--- config.mk ---
export PLATFORM = sky130hd
export DESIGN_NAME = reset_sequencer
export DESIGN_NICKNAME = d
export VERILOG_FILES = /design/src/rtl/reset_sequencer.sv
export SDC_FILE = /design/constraint.sdc
export NUM_CORES = 1
export LEC_CHECK = 0
export CAP_MARGIN = 10
export CELL_PAD_IN_SITES_DETAIL_PLACEMENT = 0
export CELL_PAD_IN_SITES_GLOBAL_PLACEMENT = 1
export CORE_ASPECT_RATIO = 0.7
export CORE_UTILIZATION = 36
export CTS_CLUSTER_SIZE = 14
export DETAILED_ROUTE_END_ITERATION = 8
export MAX_ROUTING_LAYER = met4
export PLACE_DENSITY = 0.72
export SYNTH_ARGS = -nofsm -noshare
export SYNTH_HDL_FRONTEND = slang
export SYNTH_SLANG_ARGS = --single-unit
--- constraint.sdc ---
create_clock -name dest_clk -period 1.9 [get_ports dest_clk]
set_input_delay 0.38 -clock dest_clk [delete_from_list [all_inputs] [get_ports dest_clk]]
set_output_delay 0.38 -clock dest_clk [all_outputs]
set_load 0.1 [all_outputs]
--- src/rtl/reset_sequencer.sv ---
// Staged reset release for the dest_clk domain.
//
// Starts from the synchronized platform reset (active-high, synchronous) and the
// asynchronous clock-generator lock. The peripheral-side reset is released first,
// then the core-side reset after a fixed gap. Losing lock in HOLD, GAP or RUN
// puts both resets back immediately, restarts qualification and bumps a
// saturating loss counter.
//
// Ports
//   dest_clk         in   sole clock
//   dest_rst         in   synchronous active-high reset
//   mmcm_locked      in   lock indicator, asynchronous (2-flop synchronized here)
//   periph_resetn    out  active-low peripheral/shell reset, registered
//   core_resetn      out  active-low core reset, registered
//   seq_state        out  current FSM state (debug)
//   lock_loss_count  out  saturating count of lock losses seen in HOLD/GAP/RUN
module reset_sequencer #(
  parameter int unsigned LOCK_FILTER = 3,
  parameter int unsigned HOLD_CYCLES = 16,
  parameter int unsigned STAGE_GAP   = 8
) (
  input  logic       dest_clk,
  input  logic       dest_rst,
  input  logic       mmcm_locked,
  output logic       periph_resetn,
  output logic       core_resetn,
  output logic [2:0] seq_state,
  output logic [7:0] lock_loss_count
);

  localparam int unsigned MaxHg  = (HOLD_CYCLES > STAGE_GAP) ? HOLD_CYCLES : STAGE_GAP;
  localparam int unsigned MaxCnt = (MaxHg > LOCK_FILTER) ? MaxHg : LOCK_FILTER;
  localparam int unsigned CntW   = $clog2(MaxCnt) + 1;

  localparam logic [CntW-1:0] FcLast   = CntW'(LOCK_FILTER - 1);
  localparam logic [CntW-1:0] HoldLast = CntW'(HOLD_CYCLES - 1);
  localparam logic [CntW-1:0] GapLast  = CntW'(STAGE_GAP - 1);

  typedef enum logic [2:0] {
    StReset    = 3'd0,
    StWaitLock = 3'd1,
    StHold     = 3'd2,
    StGap      = 3'd3,
    StRun      = 3'd4
  } state_e;

  state_e          state_q, state_d;
  logic [CntW-1:0] fc_q, fc_d;
  logic [CntW-1:0] cnt_q, cnt_d;
  logic            periph_q, periph_d;
  logic            core_q, core_d;
  logic [7:0]      loss_q, loss_d;
  logic            sync1_q, lk_q;
  logic            lock_lost;

  // Lock synchronizer. Held clear while in RESET so lock sampling only starts
  // once the sequence has left RESET; the 2-flop latency then always adds to
  // the bring-up time instead of overlapping the RESET cycle.
  always_ff @(posedge dest_clk) begin
    if (dest_rst || (state_q == StReset)) begin
      sync1_q <= 1'b0;
      lk_q    <= 1'b0;
    end else begin
      sync1_q <= mmcm_locked;
      lk_q    <= sync1_q;
    end
  end

  // lk low in WAIT_LOCK is just "not yet locked", not a loss.
  assign lock_lost = !lk_q && ((state_q == StHold) || (state_q == StGap) ||
                               (state_q == StRun));

  always_comb begin
    state_d  = state_q;
    fc_d     = fc_q;
    cnt_d    = cnt_q;
    periph_d = periph_q;
    core_d   = core_q;
    loss_d   = loss_q;

    if (lock_lost) begin
      // Loss overrides any terminal count reached on the same edge.
      state_d  = StWaitLock;
      fc_d     = '0;
      cnt_d    = '0;
      periph_d = 1'b0;
      core_d   = 1'b0;
      if (loss_q != 8'hFF) begin
        loss_d = loss_q + 8'd1;
      end
    end else begin
      case (state_q)
        StReset: begin
          state_d  = StWaitLock;
          fc_d     = '0;
          cnt_d    = '0;
          periph_d = 1'b0;
          core_d   = 1'b0;
        end
        StWaitLock: begin
          periph_d = 1'b0;
          core_d   = 1'b0;
          if (lk_q) begin
            if (fc_q == FcLast) begin
              state_d = StHold;
              fc_d    = '0;
              cnt_d   = '0;
            end else begin
              fc_d = fc_q + CntW'(1);
            end
          end else begin
            fc_d = '0;
          end
        end
        StHold: begin
          if (cnt_q == HoldLast) begin
            state_d  = StGap;
            cnt_d    = '0;
            periph_d = 1'b1;
          end else begin
            cnt_d = cnt_q + CntW'(1);
          end
        end
        StGap: begin
          if (cnt_q == GapLast) begin
            state_d = StRun;
            cnt_d   = '0;
            core_d  = 1'b1;
          end else begin
            cnt_d = cnt_q + CntW'(1);
          end
        end
        StRun: begin
          periph_d = 1'b1;
          core_d   = 1'b1;
        end
        default: begin
          state_d  = StReset;
          periph_d = 1'b0;
          core_d   = 1'b0;
        end
      endcase
    end
  end

  always_ff @(posedge dest_clk) begin
    if (dest_rst) begin
      state_q  <= StReset;
      fc_q     <= '0;
      cnt_q    <= '0;
      periph_q <= 1'b0;
      core_q   <= 1'b0;
      loss_q   <= 8'd0;
    end else begin
      state_q  <= state_d;
      fc_q     <= fc_d;
      cnt_q    <= cnt_d;
      periph_q <= periph_d;
      core_q   <= core_d;
      loss_q   <= loss_d;
    end
  end

  assign periph_resetn   = periph_q;
  assign core_resetn     = core_q;
  assign seq_state       = state_q;
  assign lock_loss_count = loss_q;

endmodule
# Word level (Yosys, flattened, before mapping)
# Cells that the tools add are included.
# word_totals
ff_bits,25
out_inout_bits,13
word_cells,65
# classes
addsub,3
n_eq_ne,17
n_mux,18
bitwise,3
reduce_logical,15
# op_table
op,n
$mux W5,6
$pmux W5 S4,1
$pmux W3 S5,1
$mux W3,4
$add A5 B1 Y5 const B,2
$pmux W5 S2,1
$reduce_and A5 Y1,2
$add A8 B1 Y8 const B,1
$ne A8 B8 Y1 const B,1
$eq A3 B2 Y1 const B,2
$ne A2 B2 Y1 const B,3
$ne A3 B2 Y1 const B,2
$ne A3 B3 Y1 const B,2
$pmux W1 S3,2
$reduce_and A2 Y1,3
$eq A5 B2 Y1 const B,1
$eq A5 B3 Y1 const B,1
$eq A5 B4 Y1 const B,1
$ne A2 B1 Y1 const B,2
$reduce_bool A4 Y1,1
$eq A3 B1 Y1 const B,1
$eq A3 B3 Y1 const B,1
$logic_not A3 Y1,1
$logic_or A1 B1 Y1,3
other kinds (7),11

# Longest topological paths before layout
# Gate-level depths: netlist of the first run.
# depth
depth_word,6
depth_mapped,8

# Least setup slack after synthesis of the first run
# No wires, ideal clock.
# synth_path
kind,flip-flop to flip-flop
start,"register state_q[2], in the netlist seq_state[2]"
end,"register loss_q[4], in the netlist lock_loss_count[4]"
arrival_time_ns,2.544
path_slack_ns,-0.714
path_stages_with_launch,7
path_buffers,2
period_less_slack_ns,2.614
path_cell_list,dfxtp_1 -> buf_4 -> or3b_1 -> buf_6 -> a21o_4 -> or4_1 -> a21oi_1
# synth_between
elab_chain_len,5
elab_cells_between_ends,7
cone_classes,eq/ne (3); reduce/logical (4)
# synth_lines
item,line_no,rtl
start: declaration,47,"state_e state_q, state_d;"
start signal: assignment,148,state_q <= StReset;
start signal: assignment,155,state_q <= state_d;
$eq A3 B2 Y1,70,assign lock_lost = !lk_q && ((state_q == StHold) || (state_q == StGap) ||
$logic_or A1 B1 Y1,70,
$logic_or A1 B1 Y1 *,70,
$logic_and A1 B1 Y1 *,70,
$reduce_and A2 Y1 (no line) *,n/a,
end signal: assignment,160,loss_q <= loss_d;
end: declaration,52,"logic [7:0] loss_q, loss_d;"
# Mark *: on every way between the ends. The rest lies on a longest branch, timed or not.
# A chain may end at the register's enable or synchronous reset.

# Worst setup path after layout of the first run
# layout_path
start,"register state_q[2], in the netlist seq_state[2]"
end,"register loss_q[7], in the netlist lock_loss_count[7]"
# Same word-level chain as after synthesis.

==> summary.md, run 1 <==
| Metric | Value |
|---|---|
| Clock transition at path regs | `90 ps` |
| CTS tree | `done` |
| WHS Path Cells | `1` |
| CP max FO | `6` |
| Clock latency on the worst-skew pair | `270 ps` |
| Final WL | `2790 µm` |
| Layout cells sized above 1 | `26.0%` |
| DRT iter0 DRCs | `47` |
| Final #Nets | `179` |
| # rows | `17` |
| Maximum cell stage delay along the critical path | `470 ps` |
| Status | `complete, no violations` |
| Vias in the first global route | `1038` |
| Die W | `73.1 µm` |
| Initial Util | `39.1%` |
| Fmax | `557 MHz` |
| Die H | `51.7 µm` |
| Placed cell area | `0.00160 mm²` |
| P&R area growth vs syn | `32.0%` |
| Worst R2R Path Depth | `4` |
| Pwr dens | `528 mW/mm²` |
| Critical Path RT | `2060 ps` |
| Design area | `0.00168 mm²` |
| Clock sinks | `25` |
| Fraction of registers with async set/reset | `0%` |
| Slew @ Worst Pin | `479 ps` |
| Seq/Total Area, Yosys | `39.3%` |
| Routed via count | `1123` |
| Busiest layer in global routing | `met1` |
| Crit path arrival time | `1960 ps` |
| DR WL/cell | `12.9 µm` |
| Dpl cells | `212` |
| H-tree depth | `1` |
| Synth Flop Type | `dfxtp_1` |
| IO Count | `16` |
| Vias per std cell | `5.20` |
| Register-to-register setup slack | `110 ps` |
| Slew margin rel. | `67.7%` |
| P_leak | `0.596 nW` |
| RSZ-0062 raised after global routing | `no` |
| Commonest cells after routing, fill and taps aside | `16 x nor2_1, 16 x dfxtp_1, 13 x buf_4, 11 x a21oi_1, 10 x o21ai_0` |
| Net Switching | `0.199 mW` |
| Post-route insts no fill | `216` |
| Fin crit period | `1790 ps` |
| TritonCTS Buffers | `3` |
| Worst setup SP type | `flip-flop` |
| Die ar. | `0.00378 mm²` |
| Power Internal | `0.688 mW` |
| Slowest cell on crit path | `or3b_1` |
| CTS Buffer Depth | `2` |
| Syn_area_per_cell | `8.60 µm²` |
| Met1 Usage GRT | `25.0%` |
| Synth warnings | `0` |
| Hold Crit Class | `flip-flop to flip-flop` |
| Combinational share of power | `5.0%` |
| Hold-fix buffers, CTS | `0` |
| GRT met2 Usage | `24.7%` |
| Number of setup buffers added after CTS | `0` |
| Antenna Nets Post-Route | `0` |
| Final setup vio count | `0` |
| Worst-path cell chain | `or3b_1, a211o_1, nor2_1, mux2_2` |
| First-pass GRT wire length | `4910 µm` |
| GRT overflow | `0` |
| Filler instances | `303` |
| DR pass1 iterations | `4` |
| Crit end category | `flip-flop` |
| Post-synth EDFFs | `0` |
| GPL Wtd Cong | `0.778` |
| Dpl hpwl | `2060 µm` |
| Syn nets | `157` |
| Clk root buf | `clkbuf_8` |
| Largest net degree at the start of global routing | `14` |
| Peak VDD IR | `0.000321 V` |
| Synthesized flop and latch total | `25` |
| Syn Inst Count | `148` |
| Core area | `0.00325 mm²` |
| Distinct cells, synth | `41` |
| Slew Viols, Final | `0` |
| Final Hold Vio Count | `0` |
| Clock power frac | `36.0%` |
| Ant diodes | `0` |
| Net Sw Frac | `22.4%` |
| Initial antenna violation count | `0` |
| Synth Cell Area | `0.00127 mm²` |
| Seq pwr share | `59.0%` |
| Maxcap violations | `0` |
| Aggregate global-route resource usage | `17.6%` |
| Drc violations | `0` |
| Setup_tns | `0 ps` |
| Met3 Usage GRT | `4.65%` |
| Final Cycle Share | `94.4%` |
| Clk_skew | `2.86 ps` |
| Critical path type | `flip-flop to flip-flop` |
| # port buffers | `15` |
registers in the layout, summed over array words and instances, names as in the netlist:
signal / cells
lk_q: 1
periph_resetn: 1
core_resetn: 1
cnt_q: 5
fc_q: 5
sync1_q: 1
lock_loss_count: 8
seq_state: 3
critical path, delay by kind of cell, from the launching register on:
kind / cells / cell delay [ps]
mux: 1 / 330
compound gates: 1 / 360
flops: 1 / 400
simple gates: 2 / 590
path summary, 6_finish.rpt:
kind                              startpoint            endpoint
worst max-delay path            seq_state[2]  lock_loss_count[7]
worst min-delay path                 sync1_q                lk_q
worst min register to register       sync1_q                lk_q
worst max register to register  seq_state[2]  lock_loss_count[7]
layer usage:
metal / part of all wire (%) / wire (µm) / vias up
li1: - / - / 574
met1: 58 / 1610 / 530
met2: 39 / 1090 / 17
met3: 3.0 / 85 / 2
met4: 0.25 / 7 / 0
met5: 0 / 0 / -
cells in the mapped netlist, types with 2 or more instances:
| cell | number | area [µm²] |
|---|---|---|
| a2111oi_0 | 2 | 17.5 |
| a211oi_1 | 4 | 30.0 |
| a21oi_1 | 12 | 60.1 |
| and2_1 | 2 | 12.5 |
| buf_6 | 2 | 22.5 |
| clkbuf_1 | 3 | 11.3 |
| dfxtp_1 | 25 | 500 |
| ha_1 | 6 | 75.1 |
| inv_1 | 5 | 18.8 |
| mux2i_1 | 2 | 20.0 |
| nand2_1 | 8 | 30.0 |
| nand3_1 | 8 | 40.0 |
| nand4_1 | 3 | 18.8 |
| nor2_1 | 16 | 60.1 |
| nor2b_1 | 7 | 43.8 |
| nor3_1 | 4 | 20.0 |
| o21ai_0 | 10 | 50.1 |
| o31ai_1 | 2 | 15.0 |
| or3_1 | 3 | 18.8 |
| xor2_1 | 3 | 26.3 |
final cells by class:
type                       count  area [µm²]  share of cell area (%)
multi-input combinational    111         739                    44.0
sequential                    25         519                    30.9
timing repair buffer          24         298                    17.7
tap                           47        58.8                    3.50
clock buffer                   4        45.0                    2.68
inverter                       5        18.8                    1.12
through the flow:
step	power (mW)	setup WS [ps]	hold WS, ps	util [%]
final	0.887	106	454	51.6
after global routing	0.931	12.3	461	51.6
after CTS	0.901	0.463	455	50.8
after detailed placement	0.579	-26.9	421	49.3
after global placement	0.579	51.7	419	49.3
after floorplan	0.560	-110	406	-
logic make-up after synthesis:
group                    Yosys count  synth area share (%)
buffers and inverters             12                  5.11
flip-flops                        25                  39.3
XOR/XNOR                           4                  2.75
AO/OA/AOI/OAI                     39                  19.8
multiplexers                       3                  2.46
adder cells (fa/ha/maj)            6                  5.90
AND/OR/NAND/NOR                   59                  24.7
what timing repair did:
action,in CTS,in global routing
cloned,0,0
endpoints found under the setup margin,1,5
hold endpoints to repair,0,0
pin swaps,0,1
gates resized for setup,2,7
power by group through the flow:
| stage | logic [mW] | clock network (mW) | registers [mW] |
|---|---|---|---|
| 2_1_floorplan | 0.0167 | 0 | 0.544 |
| 3_3_place_gp | 0.0425 | 0 | 0.536 |
| 4_1_cts | 0.0433 | 0.333 | 0.524 |
| 5_1_grt | 0.0475 | 0.359 | 0.524 |
| 3_5_place_dp | 0.0426 | 0 | 0.536 |
| 6_report | 0.0444 | 0.319 | 0.524 |
Note: power is estimated with default switching activity, not from simulation.
==> inputs of run 2 (changes only) <==
--- a/config.mk
+++ b/config.mk
@@ -14,6 +14,7 @@
 export DETAILED_ROUTE_END_ITERATION = 8
 export MAX_ROUTING_LAYER = met4
 export PLACE_DENSITY = 0.72
+export SLEW_MARGIN = 20
 export SYNTH_ARGS = -nofsm -noshare
 export SYNTH_HDL_FRONTEND = slang
 export SYNTH_SLANG_ARGS = --single-unit
==> results of run 2 <==
The final DEF is identical to that of run 1; final timing and power are the same.
